### config.mk
export PLATFORM = sky130hd
export DESIGN_NAME = hc595_rx
export DESIGN_NICKNAME = d
export VERILOG_FILES = /design/src/rtl/hc595_rx.sv
export SDC_FILE = /design/constraint.sdc
export NUM_CORES = 1
export LEC_CHECK = 0
export ABC_CLOCK_PERIOD_IN_PS = 1300
export BUFFER_PORTS_ARGS = -buffer_cell sky130_fd_sc_hd__buf_4
export CORE_MARGIN = 5
export CORE_UTILIZATION = 45
export CTS_CLUSTER_SIZE = 40
export DETAILED_ROUTE_END_ITERATION = 12
export GPL_ROUTABILITY_DRIVEN = 1
export MAX_ROUTING_LAYER = met4
export PLACE_DENSITY = 0.67
export RECOVER_POWER = 50
export SLEW_MARGIN = 20
export SYNTH_ARGS = -nofsm -noshare
export SYNTH_HDL_FRONTEND = slang
export SYNTH_SLANG_ARGS = --single-unit
### constraint.sdc
create_clock -name sys_clk -period 1.3 [get_ports sys_clk]
set_input_delay 0.065 -clock sys_clk [delete_from_list [all_inputs] [get_ports sys_clk]]
set_output_delay 0.065 -clock sys_clk [all_outputs]
set_load 0.02 [all_outputs]
### src/rtl/hc595_rx.sv
// 74HC595 link receiver: rebuilds sel/seg from ds/shcp/stcp/oe.
// Ports: sys_clk, sys_rst_n, ds, shcp, stcp, oe -> sel, seg, frame_vld, frame_err, frame_cnt.
module hc595_rx #(
  parameter int SYNC_STAGES = 2,
  parameter int FRAME_BITS  = 14
) (
  input  logic        sys_clk,
  input  logic        sys_rst_n,
  input  logic        ds,
  input  logic        shcp,
  input  logic        stcp,
  input  logic        oe,
  output logic [5:0]  sel,
  output logic [7:0]  seg,
  output logic        frame_vld,
  output logic        frame_err,
  output logic [15:0] frame_cnt
);

  logic [SYNC_STAGES-1:0][3:0] sync_q;
  logic [3:0]  pins;
  logic [3:0]  s;
  logic        shcp_q;
  logic        stcp_q;
  logic        shift;
  logic        latch;
  logic [13:0] sr;
  logic [13:0] st;
  logic [3:0]  bit_cnt;

  assign pins = {oe, stcp, shcp, ds};
  assign s    = sync_q[SYNC_STAGES-1];

  always_ff @(posedge sys_clk or negedge sys_rst_n) begin
    if (!sys_rst_n) begin
      sync_q <= '0;
      shcp_q <= 1'b0;
      stcp_q <= 1'b0;
    end else begin
      sync_q[0] <= pins;
      for (int i = 1; i < SYNC_STAGES; i++)
        sync_q[i] <= sync_q[i-1];
      shcp_q <= s[1];
      stcp_q <= s[2];
    end
  end

  // ds shares the sync depth with shcp, so s[0] is the bit
  // that was on the pin when shcp rose.
  assign shift = s[1] & ~shcp_q;
  assign latch = s[2] & ~stcp_q;

  always_ff @(posedge sys_clk or negedge sys_rst_n) begin
    if (!sys_rst_n) begin
      sr        <= '0;
      st        <= '0;
      bit_cnt   <= '0;
      frame_vld <= 1'b0;
      frame_err <= 1'b0;
      frame_cnt <= '0;
    end else begin
      frame_vld <= latch;
      if (shift)
        sr <= {sr[12:0], s[0]};
      if (latch) begin
        // st takes the pre-shift sr on a coincident edge
        st        <= sr;
        frame_err <= (bit_cnt != 4'(FRAME_BITS));
        frame_cnt <= frame_cnt + 16'd1;
      end
      // a bit shifted with the latch belongs to the next frame
      if (shift) begin
        if (latch)
          bit_cnt <= 4'd1;
        else if (bit_cnt != 4'd15)
          bit_cnt <= bit_cnt + 4'd1;
      end else if (latch) begin
        bit_cnt <= '0;
      end
    end
  end

  // first-shifted bit lands in st[13] and is sel[0]
  always_comb begin
    sel = '0;
    seg = '0;
    if (!s[3]) begin
      for (int i = 0; i < 6; i++)
        sel[i] = st[13-i];
      seg = st[7:0];
    end
  end

endmodule

== After elaboration in Yosys (flattened, before gate mapping) ==
Index checks and enable logic that the tools add are counted.

* Output and inout port bits: 32
* Bits of input ports: 6
* Bits in registers: 60
* Bits in latches: 0
* Memories: 0
* RAM bits: 0
* Logic and storage cells: 27
* Memory bits (read-only): 0

* Eq/ne operators: 2
* $add $sub $neg: 2
* Shifts and indexed selects: 0
* Bitwise operators: 4
* $mul: 0
* Divide/modulo/power cells: 0
* Magnitude comparators: 0
* Muxes and demuxes: 6
* Reductions and logical operators: 3

{| class="wikitable"
|+ Operators with widths
! kind !! count
|-
| 16-bit by 1-bit adder with 16-bit output, second input constant || 1
|-
| 4-bit 2-to-1 mux || 4
|-
| 8-bit 2-to-1 mux || 1
|-
| 4-bit != test, second input constant || 2
|-
| 6-bit 2-to-1 mux || 1
|-
| 4-bit by 1-bit adder with 4-bit output, second input constant || 1
|-
| 2-bit nonzero test || 2
|-
| 1-bit bitwise AND || 2
|-
| 1-bit inverter || 2
|-
| 2-bit AND reduction || 1
|}

== Depth between registers and ports, before layout ==
Gate-level depths: netlist of the first run.

* Depth in word-level cells: 4
* Gate-level depth with buffers: 6
* Mapped depth without buffers: 5

== Least setup slack after synthesis of the first run ==
OpenSTA, ideal clock, no wires.

* Kind: register -> register
* Start point: reg frame_cnt[0]
* End point: reg frame_cnt[12]
* Library setup time: 0.129 ns
* Stages on the path, launching flop included: 6
* Data arrival time: 1.396 ns
* Slack: -0.225 ns
* Cells stage by stage: dfrtp_1 > ha_1 > and4b_1 > and4_1 > nand4_1 > xnor2_1

* Cells in the longest elaborated chain, start to end: 1

{| class="wikitable"
|+ RTL lines
! item !! line !! source
|-
| from (decl) || 17 || <nowiki>output logic [15:0] frame_cnt</nowiki>
|-
| from (signal assigned) || 69 || <nowiki>frame_cnt <= frame_cnt + 16'd1;</nowiki>
|-
| 16-bit by 1-bit adder with 16-bit output || 69 ||
|}

Every way passes these cells.
A chain may end at the register's enable or synchronous reset.

== Worst setup path in the final report of the first run ==
Ends and elaborated chain as after synthesis.

==> results.ini, run 1 <==
[grt]
grt_pass1_vias=1565
grt_max_degree=36
grtUsageTotal=0.160
grt_first_pass_wirelength_um=7680
grt_overflow=0
grt_antenna_before_repair=0

[setup_path]
reg2reg_depth=5
crit_cells=5
slowest_delay_ns=0.41
cp_top_family=simple AND/OR/NAND/NOR gates
worstPathCellList=ha_4, and4b_1, and4_4, nand4_1, xnor2_1
arrival_ns=1.58
path_buf_inv=0
cp-end-kind=flop
critPathMaxFanout=3
cp.required_ns=1.52
worstSetupStartpointType=flop
crit_slowest_cell=dfrtp_2
criticalPathCategory=flop to flop

[yosys]
async_reset_ff_frac=1.00
synth.cell_area_mm2=0.00238
ys_seq_area_frac=0.632
synth_seq_cells=60
syn-num-nets=210
ys_warn_count=0
synth_cells=201
synth_flop_cell=dfrtp_1
postSynthAreaPerCell_um2=11.8
synth_edf_count=0
yosys.cell_types.count=25

[route]
wl_per_cell_um=13.6
dr_total_vias=1646
dr.pass1.iters=4
via_per_inst=4.68
drt_iter0_markers=76
ant_nets=0
drt_wl_total_um=4800
drcViolationCount=0

[sta]
drv_slew=0
hold-worst-slack_ns=0.296
rsz0062_at_grt=yes
hold_viol=0
period_minus_slack_ns=1.36
skew_ns=0.00911
period_share=1.05
max_freq_mhz=734
setup_slack_ns=-0.0622
setup-violations-final=11
slew-limit-headroom=0.556
worstMarginPinSlew_ns=0.666

[power_and_ir_drop]
comb_power_share=0.245
intPower_mw=4.20
swShare=0.294
vdd_drop_max_mv=1.00
power.density_mw_per_mm2=1780
p_leak_nw=1.62
power_frac_seq=0.443
power_frac_clock=0.312
switching_power_mw=1.75

[clock_tree]
clockBufferDepth=2
clk_pin_slew_worst_paths_ns=0.07
h-tree-depth=3
cts_sinks=60
cts_tree=built
cts_root_buffer=clkbuf_8
clk_latency_ns=0.34
numCtsBuffers=9

[floorplan]
die_h_um=82.7
top_level_ports=38
core-area_mm2=0.00511
die-area_mm2=0.00684
fp-row-count=26
initial_core_util=0.465
die_width_um=82.7

[hold_path]
hp-class=input port to async pin

[layout]
nFillCells=405
syn_to_final_growth_pct=40.3
final_net_count=286
n_antenna_cell=0
drive_above_1_share=0.418
multi_input_area_um2=901
layout_commonest_cell=buf_4
seq_area_mm2=0.00151
layout_common_cells=buf_4, dfrtp_1, nand2_1

[placed_design]
port_buffers=37
post-dp-hpwl_um=2940
place.gp.congestion=0.774
dp_slack_ns=-0.0586

[outcome]
status=finished with violations
violations=setup timing

[flow_run]
drv_cap=0

[state kept, by name (all words and copies together), names as in the netlist]
register and cells:
frame_err 1, bit_cnt 4, frame_cnt 16, stcp_q 1, sync_q 4, shcp_q 1, frame_vld 1, st 14
sr 14, s 4
[metrics by stage]
| step | setup TNS (ns) | cells | total power, mW | area, um^2 | util |
|---|---|---|---|---|---|
| final | -0.410 | 352 | 5.95 | 3330 | 0.653 |
| after global routing | -1.43 | 352 | 6.28 | 3330 | 0.653 |
| after CTS | -0.165 | 344 | 5.86 | 3210 | 0.629 |
| after detailed placement | -0.197 | 322 | 3.98 | 2920 | 0.572 |
| after global placement | -0.0326 | 322 | 3.93 | 2920 | 0.572 |
| after floorplan | -0.331 | 201 | 3.34 | 2410 | - |
[power by group through the flow]
stage | Combinational (mW) | Sequential [mW] | Clock (mW)
after floorplan | 0.641 | 2.70 | 0
after global placement | 1.29 | 2.65 | 0
after detailed placement | 1.31 | 2.66 | 0
after CTS | 1.33 | 2.64 | 1.90
after global routing | 1.60 | 2.70 | 1.98
final | 1.46 | 2.64 | 1.85
[synth_stat cells, types with 2 or more instances]
master    number  share of area
nor3_1         2         0.0042
ha_1           3          0.016
nand3_1        7          0.015
nor2_1         2         0.0032
mux2_2        14          0.066
nand4_1        4          0.011
nand2_1       54          0.085
nor2b_1       15          0.039
xnor2_1       13          0.048
inv_1          3         0.0047
a21oi_1        2         0.0042
buf_2          5          0.011
dfrtp_1       60           0.63
xor2_1         2         0.0074
and4_1         4          0.015
clkbuf_1       2         0.0032
[final timing paths]
check,startpoint,endpoint,slack [ns]
worst max register to register,frame_cnt[0],frame_cnt[12],-0.06
worst min-delay path,sys_rst_n,frame_cnt[6],0.30
min in group sys_clk,sync_q[0],s[0],0.35
worst max-delay path,frame_cnt[0],frame_cnt[12],-0.06
worst min register to register,sync_q[0],s[0],0.35
max in group asynchronous,sys_rst_n,frame_cnt[1],0.25
[layout make-up]
class	count	share of cell area
clock buffer	9	0.0371
clock inverter	7	0.0304
inverter	3	0.00413
multi-input combinational	131	0.270
sequential	60	0.453
tap	70	0.0263
timing repair buffer	72	0.179
[routing by layer]
metal,global-route usage,routed length [um]
met4,0.0686,83
met2,0.233,2330
met1,0.199,2200
met5,-,0
met3,0.0618,187
[worst register-to-register path: cells and delay by family, from the launching register on]
kind,cells,cell delay [ns]
XOR/XNOR,1,0.15
adder cells (fa/ha/maj),1,0.14
flip-flops,1,0.41
AND/OR/NAND/NOR,3,0.55
[what timing repair did]
action	4_1_cts	5_1_grt
setup buffers	1	7
endpoints found under the hold margin	64	0
gates cloned	0	1
pin swaps	5	9
hold buffers	5	0
endpoints found under the setup margin	25	17
gates resized for setup	3	18
[cells by family (layout without fill, tap and decap cells)]
kind of cell    count (synthesis)  after routing  share of synthesized area
simple gates                   93             93                      0.197
flops                          60             60                      0.632
xor+xnor                       15             15                     0.0553
mux                            14             14                     0.0663
buf+inv                        10             91                     0.0184
compound gates                  6              6                     0.0158
fa+ha+maj                       3              3                     0.0158
No activity file was read; power rests on OpenSTA's default activity.
==> run 2, diff against run 1 <==
GPL_TIMING_DRIVEN = 0   (was default)
SLEW_MARGIN = 25   (was 20)
==> run 2 against run 1 <==
  * The flow still finishes with violations (setup timing)
  * Sequential cell count unchanged
  * Maximum frequency down 2.1%
  * Total power down 3.8%
  * Combinational power down 3%
  * Non-clock buffer count down 10
  * Wire length down 9.3%
  * Critical path type unchanged
  * Sequential power about the same
  * Largest power group unchanged
==> results.ini, run 2 (synthesized netlist as in run 1, its figures left out) <==
[outcome]
status=finished with violations  ; unchanged
violations=setup timing  ; unchanged

[layout]
largest_reg_flops=16  ; unchanged
drive_above_1_share=0.379  ; was 0.418
layout_commonest_cell=dfrtp_1  ; was buf_4
fin_cells=342  ; was 352
largestRegisters=frame_cnt (16), sr (14), st (14)  ; unchanged
finish.utilization=0.630  ; was 0.653
final_net_count=276  ; was 286
n_antenna_cell=0  ; unchanged
syn_to_final_growth_pct=35.4  ; was 40.3%
layout_common_cells=dfrtp_1, nand2_1, buf_4  ; was buf_4, dfrtp_1, nand2_1
largest_register=frame_cnt  ; unchanged

[floorplan]
die_h_um=82.7  ; unchanged
die_width_um=82.7  ; unchanged
top_level_ports=38  ; unchanged
fp-row-count=26  ; unchanged
initial_core_util=0.465  ; unchanged
core-area_mm2=0.00511  ; unchanged
die-area_mm2=0.00684  ; unchanged

[sta]
setup_slack_ns=-0.0913  ; was -0.0622 ns
period_minus_slack_ns=1.39  ; was 1.36 ns
worstMarginPinSlew_ns=0.788  ; was 0.666 ns
hold_viol=0  ; unchanged
rsz0062_at_grt=yes  ; unchanged
final.setup.tns_ns=-0.454  ; was -0.410 ns
slew-limit-headroom=0.475  ; was 0.556
skew_ns=0.00390  ; was 0.00911 ns
drv_slew=0  ; unchanged
max_freq_mhz=719  ; was 734 MHz
setup-violations-final=7  ; was 11
period_share=1.07  ; was 1.05

[power_and_ir_drop]
comb_power_share=0.246  ; was 0.245
power_frac_clock=0.292  ; was 0.312
power_frac_seq=0.462  ; was 0.443
swShare=0.291  ; was 0.294
vdd_drop_max_mv=1.01  ; was 1.00 mV
intPower_mw=4.06  ; was 4.20 mW
power.density_mw_per_mm2=1780  ; about the same
p_leak_nw=1.54  ; was 1.62 nW
switching_power_mw=1.66  ; was 1.75 mW

[route]
ant_nets=0  ; unchanged
drt_wl_total_um=4350  ; was 4800 um
dr_total_vias=1607  ; was 1646
via_per_inst=4.70  ; was 4.68
dr.pass1.iters=4  ; unchanged
wl_per_cell_um=12.7  ; was 13.6 um
drcViolationCount=0  ; unchanged
drt_iter0_markers=86  ; was 76

[setup_path]
criticalPathCategory=flop to flop  ; unchanged
r2r-end=frame_cnt[15]  ; was frame_cnt[12]
cp-end-kind=flop  ; unchanged
reg2reg_depth=5  ; unchanged
r2r_start=frame_cnt[1]  ; was frame_cnt[0]
arrival_ns=1.61  ; was 1.58 ns
cp.required_ns=1.52  ; about the same
worstSetupStartpointType=flop  ; unchanged
ff2ff_setup_slack_ns=-0.09  ; was -0.06 ns
critPathMaxFanout=4  ; was 3

[clock_tree]
clk_latency_ns=0.33  ; was 0.34 ns
cts_tree=built  ; unchanged
cts_sinks=60  ; unchanged
cts_root_buffer=clkbuf_8  ; unchanged
clk_pin_slew_worst_paths_ns=0.07  ; about the same
numCtsBuffers=9  ; unchanged
clockBufferDepth=2  ; unchanged
h-tree-depth=3  ; unchanged

[placed_design]
place_inst=308  ; was 322
place.gp.congestion=0.715  ; was 0.774
post-dp-hpwl_um=2720  ; was 2940 um
dp_slack_ns=-0.184  ; was -0.0586 ns
port_buffers=37  ; unchanged

[grt]
grtUsageTotal=0.154  ; was 0.160
grt_pass1_vias=1608  ; was 1565
grt_max_degree=61  ; was 36
grt_first_pass_wirelength_um=7500  ; was 7680 um
grt_overflow=0  ; unchanged
grt_antenna_before_repair=0  ; unchanged

[hold_path]
holdPathStages=0
worstHoldStart=sync_q[2]
hp-class=flop to flop  ; was input port to async pin
hold_end=s[2]

[flow_run]
drv_cap=0  ; unchanged

-- run 2: cell count changes in the layout (fill, tap and decap cells not counted), moves of 2 or more --
cell	before	now
clkinv_2	0	2
clkbuf_1	0	7
buf_4	54	39
clkbuf_8	9	12
clkinv_4	3	0
-- run 2: layout make-up --
| type | count | area [um^2] |
|---|---|---|
| fillers | 422 | 1890 |
| inverters | 3 | 11.3 |
| multi-input cells | 131 | 926 |
| well taps | 70 | 87.6 |
| clock inverters | 4 | 47.5 |
| plain buffers | 7 | 71.3 |
| clock buffers | 12 | 155 |
| flip-flops and latches | 60 | 1510 |
| repair buffers | 55 | 410 |
-- run 2: worst max path at each step --
stage                             from       endpoint  slack, ns
final                     frame_cnt[1]  frame_cnt[15]      -0.09
after global routing      frame_cnt[1]  frame_cnt[11]      -0.15
after CTS                 frame_cnt[1]  frame_cnt[12]      -0.05
after detailed placement  frame_cnt[0]  frame_cnt[12]      -0.18
after global placement    frame_cnt[0]  frame_cnt[12]      -0.17
after floorplan           frame_cnt[0]  frame_cnt[12]      -0.12
-- run 2: through the flow --
step | power, mW | hold slack, ns | instance area, um^2
3_5_place_dp | 3.81 | 0.175 | 2770
4_1_cts | 5.65 | 0.349 | 3120
2_1_floorplan | 3.34 | -0.231 | 2410
3_3_place_gp | 3.77 | 0.174 | 2770
5_1_grt | 6.11 | 0.356 | 3220
6_report | 5.72 | 0.348 | 3220
-- run 2: worst max-delay path: stages, from the launching register on --
cell and delay (ns):
dfrtp_2 0.40, buf_6 0.12, nand3_4 0.09, nor4_4 0.38, nand4_1 0.16, xnor2_1 0.14
-- run 2: timing repair --
action | 4_1_cts | 5_1_grt
hold buffers | 5 | 0
setup endpoints to repair | 46 | 37
pin swaps | 3 | 6
resized for setup | 15 | 19
hold endpoints to repair | 64 | 0
setup buffers | 7 | 6
-- run 2: power by group through the flow --
| stage | Clock [mW] | Sequential [mW] | Combinational (mW) |
|---|---|---|---|
| finish | 1.67 | 2.65 | 1.41 |
| global route | 1.84 | 2.71 | 1.56 |
| global placement | 0 | 2.69 | 1.08 |
| detailed placement | 0 | 2.70 | 1.11 |
| CTS | 1.74 | 2.63 | 1.28 |
| floorplan | 0 | 2.70 | 0.641 |
-- run 2: layer usage --
metal,vias up,part of all wire,wire (um),GRT usage
li1,797,-,-,-
met3,11,0.036,155,0.0325
met4,0,0.017,72,0.0784
met1,771,0.44,1930,0.183
met2,28,0.51,2200,0.247
met5,-,0,0,-
==> run 3, diff against run 2 <==
CORE_UTILIZATION = 30   (was 45)
PLACE_DENSITY = 0.51   (was 0.67)
==> run 3 against run 2 <==
  * The run still ends with setup timing left
  * Sequential cell count did not move
  * Global-route usage fell by 5.1 points
  * Via count rose by 0.25%
  * Maximum frequency rose by 3.1%
  * Sequential power barely moved
  * Critical path type unchanged
  * Clock power barely moved
  * Sequential share of layout area fell by 0.40 points
  * Wire length rose by 1.7%
  * Highest routed layer unchanged
  * Largest power group unchanged
  * First-iteration DRC count fell by 62%
==> results.ini, run 3 (synthesized netlist as in run 1, its figures left out) <==
[outcome]
status=finished with violations  ; unchanged
violations=setup timing  ; unchanged

[clock_tree]
cts_root_buffer=clkbuf_8  ; unchanged
clockBufferDepth=2  ; unchanged
cts_sinks=60  ; unchanged
cts_tree=built  ; unchanged
numCtsBuffers=9  ; unchanged
h-tree-depth=3  ; unchanged
clk_pin_slew_worst_paths_ns=0.07  ; about the same
clk_latency_ns=0.33  ; about the same

[sta]
hold_viol=0  ; unchanged
setup-violations-final=4  ; was 7
final.setup.tns_ns=-0.0912  ; was -0.454 ns
drv_slew=0  ; unchanged
rsz0062_at_grt=yes  ; unchanged
worstMarginPinSlew_ns=0.748  ; was 0.788 ns
max_freq_mhz=741  ; was 719 MHz
period_minus_slack_ns=1.35  ; was 1.39 ns
skew_ns=0.0127  ; was 0.00390 ns
period_share=1.04  ; was 1.07
setup_slack_ns=-0.0491  ; was -0.0913 ns
slew-limit-headroom=0.501  ; was 0.475

[layout]
n_antenna_cell=0  ; unchanged
largest_reg_flops=16  ; unchanged
final_net_count=277  ; was 276
largestRegisters=frame_cnt (16), sr (14), st (14)  ; unchanged
layout_common_cells=nand2_1, dfrtp_1, buf_4  ; was dfrtp_1, nand2_1, buf_4
largest_register=frame_cnt  ; unchanged
syn_to_final_growth_pct=36.7  ; was 35.4%
layout_commonest_cell=nand2_1  ; was dfrtp_1
drive_above_1_share=0.407  ; was 0.379

[setup_path]
cp-end-kind=flop  ; unchanged
cp_top_family=simple AND/OR/NAND/NOR gates  ; unchanged
arrival_ns=1.57  ; was 1.61 ns
critPathMaxFanout=3  ; was 4
criticalPathCategory=flop to flop  ; unchanged
crit_slowest_cell=dfrtp_2  ; unchanged
path_buf_inv=0  ; was 1
worstSetupStartpointType=flop  ; unchanged
worstPathCellList=ha_4, and4b_2, and4_4, nand4_1, xnor2_1  ; was buf_6, nand3_4, nor4_4, nand4_1, xnor2_1
slowest_delay_ns=0.39  ; was 0.40 ns
cp.required_ns=1.52  ; about the same

[placed_design]
dp_slack_ns=-0.172  ; was -0.184 ns
port_buffers=37  ; unchanged
post-dp-hpwl_um=2860  ; was 2720 um
place.gp.congestion=0.678  ; was 0.715

[floorplan]
die_width_um=99.0  ; was 82.7 um
die_h_um=99.0  ; was 82.7 um
die-area_mm2=0.00980  ; was 0.00684 mm^2
top_level_ports=38  ; unchanged
fp-row-count=32  ; was 26
initial_core_util=0.308  ; was 0.465
core-area_mm2=0.00773  ; was 0.00511 mm^2

[grt]
grtUsageTotal=0.102  ; was 0.154
grt_pass1_vias=1651  ; was 1608
grt_overflow=0  ; unchanged
grt_antenna_before_repair=0  ; unchanged
grt_first_pass_wirelength_um=7800  ; was 7500 um
grt_max_degree=61  ; unchanged

[route]
drt_wl_total_um=4420  ; was 4350 um
dr.pass1.iters=4  ; unchanged
dr_total_vias=1611  ; was 1607
drcViolationCount=0  ; unchanged
wl_met2_um=2020  ; was 2200 um
drt_iter0_markers=33  ; was 86
highest_layer=met4  ; unchanged
wl_per_cell_um=11.8  ; was 12.7 um
met3WireLength_um=215  ; was 155 um
via_per_inst=4.30  ; was 4.70
met1Wirelength_um=2100  ; was 1930 um
ant_nets=0  ; unchanged

[hold_path]
hp-class=input port to async pin  ; was flop to flop

[flow_run]
drv_cap=0  ; unchanged

[power_and_ir_drop]
power.density_mw_per_mm2=1730  ; was 1780 mW/mm^2
vdd_drop_max_mv=0.669  ; was 1.01 mV
p_leak_nw=1.55  ; was 1.54 nW

==> run 3: final timing paths <==
path | slack, ns | start | to | cells after the start
max reg2reg | -0.05 | frame_cnt[0] | frame_cnt[12] | 5
min in group sys_clk | 0.35 | sync_q[1] | s[1] | 0
max in group asynchronous | 0.42 | sys_rst_n | frame_cnt[1] | 2
min | 0.33 | sys_rst_n | frame_cnt[4] | 2
max | -0.05 | frame_cnt[0] | frame_cnt[12] | 5
min reg2reg | 0.35 | sync_q[1] | s[1] | 0
==> run 3: through the flow <==
stage	util	total power, mW	area, um^2	hold slack, ns	cells
2_1_floorplan	-	3.34	2410	-0.231	201
3_3_place_gp	0.364	3.78	2810	0.175	340
3_5_place_dp	0.364	3.81	2810	0.175	340
4_1_cts	0.408	5.65	3160	0.352	368
5_1_grt	0.420	6.00	3250	0.368	375
6_report	0.420	5.63	3250	0.332	375
==> run 3: worst reg2reg max path, stage by stage (launching register included) <==
cell	delay [ns]
dfrtp_2	0.39
ha_4	0.14
and4b_2	0.22
and4_4	0.24
nand4_1	0.11
xnor2_1	0.14
==> run 3: repair_timing <==
| item | CTS | global route |
|---|---|---|
| resized for setup | 14 | 16 |
| hold buffers | 5 | 0 |
| pin swaps | 2 | 8 |
| setup buffers | 7 | 7 |
| endpoints found under the hold margin | 64 | 0 |
| setup endpoints to repair | 46 | 40 |
==> run 3: power by group <==
group          internal (mW)  switching (mW)  leakage, nW
Sequential              2.32           0.310        0.747
Clock                  0.984           0.717        0.102
Combinational          0.687           0.614        0.701
Total                   3.99            1.64         1.55
==> run 3: final cells by class <==
cell class	count	area (um^2)
Buffer	7	68.8
Clock buffer	12	155
Clock inverter	4	47.5
Timing Repair Buffer	56	429
Tap cell	102	128
Sequential cell	60	1510
Fill cell	754	4480
Inverter	3	11.3
Multi-Input combinational cell	131	898
==> run 3: routing by layer <==
layer,global-route usage,vias up
met5,-,-
met2,0.152,25
met1,0.122,780
met4,0.0630,0
met3,0.0297,11
li1,-,795
